--- config.mk ---
export PLATFORM = sky130hd
export DESIGN_NAME = ram_arb_flat
export DESIGN_NICKNAME = d
export VERILOG_FILES = /design/src/rtl/ram_arb_if.sv /design/src/rtl/ram_arb.sv /design/src/flat_wrapper.sv
export SDC_FILE = /design/constraint.sdc
export NUM_CORES = 1
export LEC_CHECK = 0
export CAP_MARGIN = 20
export CORE_AREA = 2 2 142 144
export DETAILED_ROUTE_END_ITERATION = 10
export DIE_AREA = 0 0 144 146
export GPL_TIMING_DRIVEN = 0
export SYNTH_ARGS = -nofsm -noshare
export SYNTH_HDL_FRONTEND = slang
export SYNTH_SLANG_ARGS = --single-unit
--- constraint.sdc ---
create_clock -name clk -period 3.24 [get_ports clk]
set_input_delay 0.324 -clock clk [delete_from_list [all_inputs] [get_ports clk]]
set_output_delay 0.324 -clock clk [all_outputs]
set_load 0.02 [all_outputs]
--- src/rtl/ram_arb_if.sv ---
// Word-addressed stb/we/ack memory port shared by the arbiter's requesters and its RAM side.
interface ram_arb_if;
  logic        stb;
  logic        we;
  logic [21:0] addr;
  logic [31:0] wdata;
  logic [31:0] rdata;
  logic        ack;

  modport master (output stb, we, addr, wdata, input rdata, ack);
  modport slave  (input stb, we, addr, wdata, output rdata, ack);
endinterface

--- src/rtl/ram_arb.sv ---
// Three-port arbiter in front of a single-port RAM: one latched access at a time,
// completed with a one-cycle ack to the port that won it.
module ram_arb #(
  parameter bit PRIO0 = 1'b1
) (
  input  logic       clk,
  input  logic       rst,
  ram_arb_if.slave   m0,
  ram_arb_if.slave   m1,
  ram_arb_if.slave   m2,
  ram_arb_if.master  ram,
  output logic [1:0] grant,
  output logic       busy
);
  typedef enum logic {IDLE, BUSY} state_t;

  state_t      state, state_nxt;
  logic [1:0]  grant_nxt, last, win;
  logic [2:0]  req;
  logic        hold_we, sel_we;
  logic [21:0] hold_addr, sel_addr;
  logic [31:0] hold_wdata, sel_wdata;
  logic        done;

  assign req = {m2.stb, m1.stb, m0.stb};

  // Winner is only meaningful when some request is up; rotation starts after last.
  always_comb begin
    win = 2'd0;
    if (PRIO0) begin
      if (req[0])           win = 2'd0;
      else if (last == 2'd1) win = req[2] ? 2'd2 : 2'd1;
      else                  win = req[1] ? 2'd1 : 2'd2;
    end else begin
      case (last)
        2'd0:    win = req[1] ? 2'd1 : (req[2] ? 2'd2 : 2'd0);
        2'd1:    win = req[2] ? 2'd2 : (req[0] ? 2'd0 : 2'd1);
        default: win = req[0] ? 2'd0 : (req[1] ? 2'd1 : 2'd2);
      endcase
    end
  end

  always_comb begin
    sel_we    = m0.we;
    sel_addr  = m0.addr;
    sel_wdata = m0.wdata;
    case (win)
      2'd1: begin sel_we = m1.we; sel_addr = m1.addr; sel_wdata = m1.wdata; end
      2'd2: begin sel_we = m2.we; sel_addr = m2.addr; sel_wdata = m2.wdata; end
      default: ;
    endcase
  end

  always_comb begin
    state_nxt = state;
    grant_nxt = grant;
    case (state)
      IDLE: if (|req) begin
        state_nxt = BUSY;
        grant_nxt = win;
      end
      BUSY: if (ram.ack) begin
        state_nxt = IDLE;
        grant_nxt = 2'd3;
      end
      default: begin
        state_nxt = IDLE;
        grant_nxt = 2'd3;
      end
    endcase
  end

  always_ff @(posedge clk) begin
    if (!rst) begin
      state      <= IDLE;
      grant      <= 2'd3;
      last       <= 2'd2;
      hold_we    <= 1'b0;
      hold_addr  <= '0;
      hold_wdata <= '0;
    end else begin
      state <= state_nxt;
      grant <= grant_nxt;
      if (state == IDLE && |req) begin
        last       <= win;
        hold_we    <= sel_we;
        hold_addr  <= sel_addr;
        hold_wdata <= sel_wdata;
      end
    end
  end

  // Strobe comes straight from the state register, so it falls on the ack edge.
  assign busy      = (state == BUSY);
  assign ram.stb   = busy;
  assign ram.we    = hold_we;
  assign ram.addr  = hold_addr;
  assign ram.wdata = hold_wdata;

  assign done     = busy && ram.ack;
  assign m0.ack   = done && (grant == 2'd0);
  assign m1.ack   = done && (grant == 2'd1);
  assign m2.ack   = done && (grant == 2'd2);
  assign m0.rdata = ram.rdata;
  assign m1.rdata = ram.rdata;
  assign m2.rdata = ram.rdata;
endmodule

--- src/flat_wrapper.sv ---
// flat-port wrapper written by rule: the top's interface ports become plain ports
module ram_arb_flat 
#(
  parameter bit PRIO0 = 1'b1
)
  (clk, rst, grant, busy, m0_stb, m0_we, m0_addr, m0_wdata, m0_rdata, m0_ack, m1_stb, m1_we, m1_addr, m1_wdata, m1_rdata, m1_ack, m2_stb, m2_we, m2_addr, m2_wdata, m2_rdata, m2_ack, ram_stb, ram_we, ram_addr, ram_wdata, ram_rdata, ram_ack);
  ram_arb_if m0_i ();
  ram_arb_if m1_i ();
  ram_arb_if m2_i ();
  ram_arb_if ram_i ();
  input  logic clk;
  input  logic rst;
  output logic [1:0] grant;
  output logic busy;
  input wire logic [$bits(m0_i.stb)-1:0] m0_stb;
  input wire logic [$bits(m0_i.we)-1:0] m0_we;
  input wire logic [$bits(m0_i.addr)-1:0] m0_addr;
  input wire logic [$bits(m0_i.wdata)-1:0] m0_wdata;
  output wire logic [$bits(m0_i.rdata)-1:0] m0_rdata;
  output wire logic [$bits(m0_i.ack)-1:0] m0_ack;
  input wire logic [$bits(m1_i.stb)-1:0] m1_stb;
  input wire logic [$bits(m1_i.we)-1:0] m1_we;
  input wire logic [$bits(m1_i.addr)-1:0] m1_addr;
  input wire logic [$bits(m1_i.wdata)-1:0] m1_wdata;
  output wire logic [$bits(m1_i.rdata)-1:0] m1_rdata;
  output wire logic [$bits(m1_i.ack)-1:0] m1_ack;
  input wire logic [$bits(m2_i.stb)-1:0] m2_stb;
  input wire logic [$bits(m2_i.we)-1:0] m2_we;
  input wire logic [$bits(m2_i.addr)-1:0] m2_addr;
  input wire logic [$bits(m2_i.wdata)-1:0] m2_wdata;
  output wire logic [$bits(m2_i.rdata)-1:0] m2_rdata;
  output wire logic [$bits(m2_i.ack)-1:0] m2_ack;
  output wire logic [$bits(ram_i.stb)-1:0] ram_stb;
  output wire logic [$bits(ram_i.we)-1:0] ram_we;
  output wire logic [$bits(ram_i.addr)-1:0] ram_addr;
  output wire logic [$bits(ram_i.wdata)-1:0] ram_wdata;
  input wire logic [$bits(ram_i.rdata)-1:0] ram_rdata;
  input wire logic [$bits(ram_i.ack)-1:0] ram_ack;
  assign m0_i.stb = m0_stb;
  assign m0_i.we = m0_we;
  assign m0_i.addr = m0_addr;
  assign m0_i.wdata = m0_wdata;
  assign m0_rdata = m0_i.rdata;
  assign m0_ack = m0_i.ack;
  assign m1_i.stb = m1_stb;
  assign m1_i.we = m1_we;
  assign m1_i.addr = m1_addr;
  assign m1_i.wdata = m1_wdata;
  assign m1_rdata = m1_i.rdata;
  assign m1_ack = m1_i.ack;
  assign m2_i.stb = m2_stb;
  assign m2_i.we = m2_we;
  assign m2_i.addr = m2_addr;
  assign m2_i.wdata = m2_wdata;
  assign m2_rdata = m2_i.rdata;
  assign m2_ack = m2_i.ack;
  assign ram_stb = ram_i.stb;
  assign ram_we = ram_i.we;
  assign ram_addr = ram_i.addr;
  assign ram_wdata = ram_i.wdata;
  assign ram_i.rdata = ram_rdata;
  assign ram_i.ack = ram_ack;
  ram_arb #(.PRIO0(PRIO0)) u_core (.clk(clk), .rst(rst), .m0(m0_i), .m1(m1_i), .m2(m2_i), .ram(ram_i), .grant(grant), .busy(busy));
endmodule
# After elaboration in Yosys (flattened, before gate mapping)
# Index checks and enable logic that the tools add are counted.
[word_totals] regBits=60 latchBits=0 ramBits=0 mem_bits_ro=0 mem_count=0 in_bits=203 elab_cells=35 out_inout_bits=158
[op_classes] addsub=0 n_eq_ne=7 n_shift=0 n_reduce_logical=8 div=0 n_mux=13 bitwise_logic=1 mul=0 magnitude_cmp=0
[op_table] cell="$pmux 32 s2" n=1
[op_table] cell="$pmux 22 s2" n=1
[op_table] cell="$mux 2" n=6
[op_table] cell="$eq 2x1->1 const B" n=3
[op_table] cell="$logic_and 1x1->1" n=5
[op_table] cell="$eq 2x2->1 const B" n=2
[op_table] cell="$pmux 1 s2" n=2
[op_table] cell="$pmux 2 s2" n=1
[op_table] cell="$reduce_or 3->1" n=1
[op_table] cell="$logic_not 2->1" n=1
[op_table] cell="$mux 1" n=2
[op_table] cell="$ne 2x1->1 const B" n=1
[op_table] cell="$ne 2x2->1 const B" n=1
[op_table] cell="$reduce_and 2->1" n=1
[op_table] cell="$not 1->1" n=1

# Longest topological paths before layout
[depth] depth_word=5 depth_mapped=9 mapped_depth_nobuf=7

# Worst setup path before layout
# No wires, ideal clock.
[synth_path] path_type="flip-flop to flip-flop" startpoint="reg u_core.last[0]" endpoint="reg u_core.hold_wdata[5] (netlist: u_core.ram.wdata[5])" synth_period_minus_slack_ns=2.066 setup_slack_ns=1.174 path_buffers=2 path_stages_with_launch=9 arrival_time_ns=1.950 setup_time_ns=0.117 required_time_ns=3.123 cell_sequence="dfxtp_1 -> nor2b_1 -> mux2i_1 -> inv_1 -> ha_1 -> buf_2 -> clkbuf_1 -> o21ai_0 -> a22o_1"
[synth_between] elab_chain_cells=5 elab_cells_between_ends=6 classes_between="eq/ne (3); mux (3)"
[synth_lines] element="from (decl)" line="ram_arb.sv:18" rtl="logic [1:0] grant_nxt, last, win;"
[synth_lines] element="from (signal assigned)" line="ram_arb.sv:85" rtl="last <= win;"
[synth_lines] element="$eq 2x1->1 (*)" line="ram_arb.sv:32" rtl="else if (last == 2'd1) win = req[2] ? 2'd2 : 2'd1;"
[synth_lines] element="$mux 2 (*)" line="ram_arb.sv:32"
[synth_lines] element="$mux 2 (*)" line="ram_arb.sv:31" rtl="if (req[0]) win = 2'd0;"
[synth_lines] element="via u_core.win[1]" line="ram_arb.sv:18"
[synth_lines] element="$eq 2x2->1 / $eq 2x1->1 (equally long branches)" line="ram_arb.sv:47" rtl="case (win)"
[synth_lines] element="$pmux 32 s2 (*)" line="ram_arb.sv:47"
[synth_lines] element="to (signal assigned)" line="ram_arb.sv:88" rtl="hold_wdata <= sel_wdata;"
[synth_lines] element="to (decl)" line="ram_arb.sv:22" rtl="logic [31:0] hold_wdata, sel_wdata;"
# Mark *: on every way through the listed nets, which the timed path passes. The rest lies on a longest branch.
# A chain may end at the register's enable or synchronous reset.

# Worst setup path after layout
[layout_path] startpoint="in m0_stb" endpoint="reg u_core.hold_wdata[5] (netlist: u_core.ram.wdata[5])"
[layout_between] elab_chain_cells=3 elab_cells_between_ends=6 classes_between="eq/ne (2); mux (2); reduce/logical (2)"
[layout_lines] element="from (decl)" line="flat_wrapper.sv:15" rtl="input wire logic [$bits(m0_i.stb)-1:0] m0_stb;"
[layout_lines] element="$mux 2 (*)" line="ram_arb.sv:31"
[layout_lines] element="via u_core.win[1]" line="ram_arb.sv:18"
[layout_lines] element="$eq 2x2->1 / $eq 2x1->1 (equally long branches)" line="ram_arb.sv:47"
[layout_lines] element="$pmux 32 s2 (*)" line="ram_arb.sv:47"
# Marks and branches as above.

==> reports/results.tsv <==
metric	value	unit
Final ANT Viol Nets	0	
fin cells	1049	
Comb power frac	0.355	
RSZ-0062 raised after global routing	no	
initial DRC count	123	
Setup Buffers After CTS	0	
dpl hpwl	13.4	mm
final worst path period need	2.76	ns
Max-Slew Margin vs Limit	0.599	
peak supply drop	0.220	mV
CP required	3.46	ns
CTS tree	yes	
core area	19300	um^2
Mapped Area	3720	um^2
drt via density	4.17	
Final TNS setup	0	ns
final wirelength	16.8	mm
Post-Syn Instances	441	
Clock Sinks	60	
kind of critical path	input port to flip-flop	
fin. max-slew vios	0	
Met3 Wirelength	1.51	mm
switching fraction of total power	0.287	
ant diodes	0	
vias in the first global route	4437	
# DRC	0	
placement row count	51	
commonest non-fill, non-tap cell in the layout	clkdlybuf4s50_1	
clk_lat worst skew	0.33	ns
P_leak	3.08	nW
Worst-path clk slew	0.05	ns
WL met2	8.48	mm
Root Buffer	clkbuf_16	
Max Cap Viol	0	
sequential share of power	0.286	
post-DR wirelength/cell	16.0	um
final core occ	0.396	
highest routed layer	met4	
status	finished, final reports clean	
Starting Density	0.192	
synthesis-stage register bit count	60	
GRT Total Usage	0.151	
Pre-antenna DRT Iters	4	
Final Hold Viols	0	
initial antenna violation count	0	
Die ar.	21000	um^2
die width	144	um
placed inst area	7330	um^2
library cells used by synthesis	23	
largest net degree at the start of global routing	11	
htree depth	3	
Die H	146	um
Worst-Margin Slew	0.601	ns
Hold Buf Count CTS	0	
post-CTS sizing	0	
Nets	985	
Clock power frac	0.359	
final instance area	7660	um^2
most frequent cells in the layout	clkdlybuf4s50_1, buf_4, dfxtp_1	
Crit path arrival time	2.98	ns
Worst setup EP type	flip-flop	
# fillers	1984	
Port Buffers	328	
Syn Area/Cell	8.43	um^2
Hold Crit Class	flip-flop to flip-flop	
sw power	0.843	mW
CTS max path bufs	2	
cell internal pwr	2.09	mW
via count of the routed design	4376	
fmax	362	MHz
placed insts	1034	
first-pass GRT wire length	24.3	mm
synth warn	0	
PnR Total Power	2.93	mW
Final Setup Violations	0	
Layout area overhead	106	%
fin crit share	0.853	
maximum net fanout on the critical path	10	
crit start category	input port	
IO Count	361	
layout cells sized above 1	0.167	
Placer Congestion	0.756	
Metal-1 WL	6.68	mm
Layout Skew	0.00402	ns
syn_nets	646	
Num CTS Buffers	9	
sequential share of the synthesized area	0.323	
GRT overflow	0	
pwr/cell area	383	nW/um^2
## through the flow
stage / setup WS, ns / hold WS (ns)
after global routing: 0.158 / 0.484
after CTS: 0.342 / 0.478
after detailed placement: -0.000663 / 0.465
after floorplan: 1.17 / 0.402
after global placement: 0.00833 / 0.460
final: 0.476 / 0.475
## final timing paths
check	from	slack [ns]	to	cells after the start
hold reg to reg	u_core.ram.wdata[15]$_SDFFE_PN0P_	0.47	u_core.ram.wdata[15]$_SDFFE_PN0P_	1
hold / removal	u_core.ram.wdata[15]$_SDFFE_PN0P_	0.47	u_core.ram.wdata[15]$_SDFFE_PN0P_	1
setup reg to reg	u_core.last[0]$_SDFFE_PN0P_	0.51	u_core.ram.wdata[5]$_SDFFE_PN0P_	8
setup / recovery	m0_stb	0.48	u_core.ram.wdata[5]$_SDFFE_PN0P_	9
## kinds of logic (layout without fill, tap and decap cells)
logic type | count (synthesis) | count (layout) | share of synthesized area
AND/OR/NAND/NOR | 67 | 67 | 0.0771
AO/OA/AOI/OAI | 172 | 172 | 0.330
multiplexers | 3 | 3 | 0.00808
flip-flops | 60 | 60 | 0.323
buffers and inverters | 137 | 480 | 0.255
adder cells (fa/ha/maj) | 2 | 2 | 0.00673
## flip-flops by register name (all words and copies together), names as in the netlist
name              flops
u_core.ram.we         1
u_core.grant          2
u_core.busy           1
u_core.ram.wdata     32
u_core.ram.addr      22
u_core.last           2
## synthesized netlist by cell type, drive strengths merged
cell type    n  area share
nor3         4      0.0084
o21ai       56       0.075
ha           2      0.0067
nor2b        3      0.0051
buf        123        0.24
nand2       56       0.057
or3          1      0.0017
o21a         1      0.0020
nor3b        1      0.0034
a32oi        2      0.0047
a22oi       55        0.11
nor2         2      0.0020
a22o        56        0.13
inv          4      0.0040
o211a        1      0.0027
mux2i        3      0.0081
clkbuf      10       0.010
dfxtp       60        0.32
o311ai       1      0.0024
## worst max-delay path, cell delays in order
cell and delay, ns:
clkdlybuf4s50_1 0.60, nor2b_1 0.08, mux2i_1 0.34, inv_1 0.08, ha_1 0.31, buf_2 0.30, clkbuf_1 0.51, o21ai_0 0.18
a22o_1 0.25
## layout make-up
| class | instances | area [um^2] | share of cell area |
|---|---|---|---|
| Timing Repair Buffer | 328 | 3280 | 0.429 |
| Multi-Input combinational cell | 244 | 1570 | 0.205 |
| Sequential cell | 60 | 1200 | 0.157 |
| Buffer | 133 | 931 | 0.122 |
| Tap cell | 265 | 332 | 0.0433 |
| Clock buffer | 11 | 253 | 0.0330 |
| Clock inverter | 4 | 72.6 | 0.00948 |
| Inverter | 4 | 15.0 | 0.00196 |
## metal layers
layer / up-vias / GRT usage
met1: 1994 / 0.172
met5: - / 0
met4: 0 / 0.0235
li1: 2178 / -
met2: 195 / 0.268
met3: 9 / 0.0586
## power by group through the flow
stage / logic [mW] / clock network (mW) / registers, mW
after global placement: 1.05 / 0 / 0.852
final: 1.04 / 1.05 / 0.839
after floorplan: 0.418 / 0 / 0.926
after global routing: 1.12 / 1.13 / 0.846
after detailed placement: 1.05 / 0 / 0.854
after CTS: 1.06 / 1.10 / 0.839
Note: power is estimated with default switching activity, not from simulation.
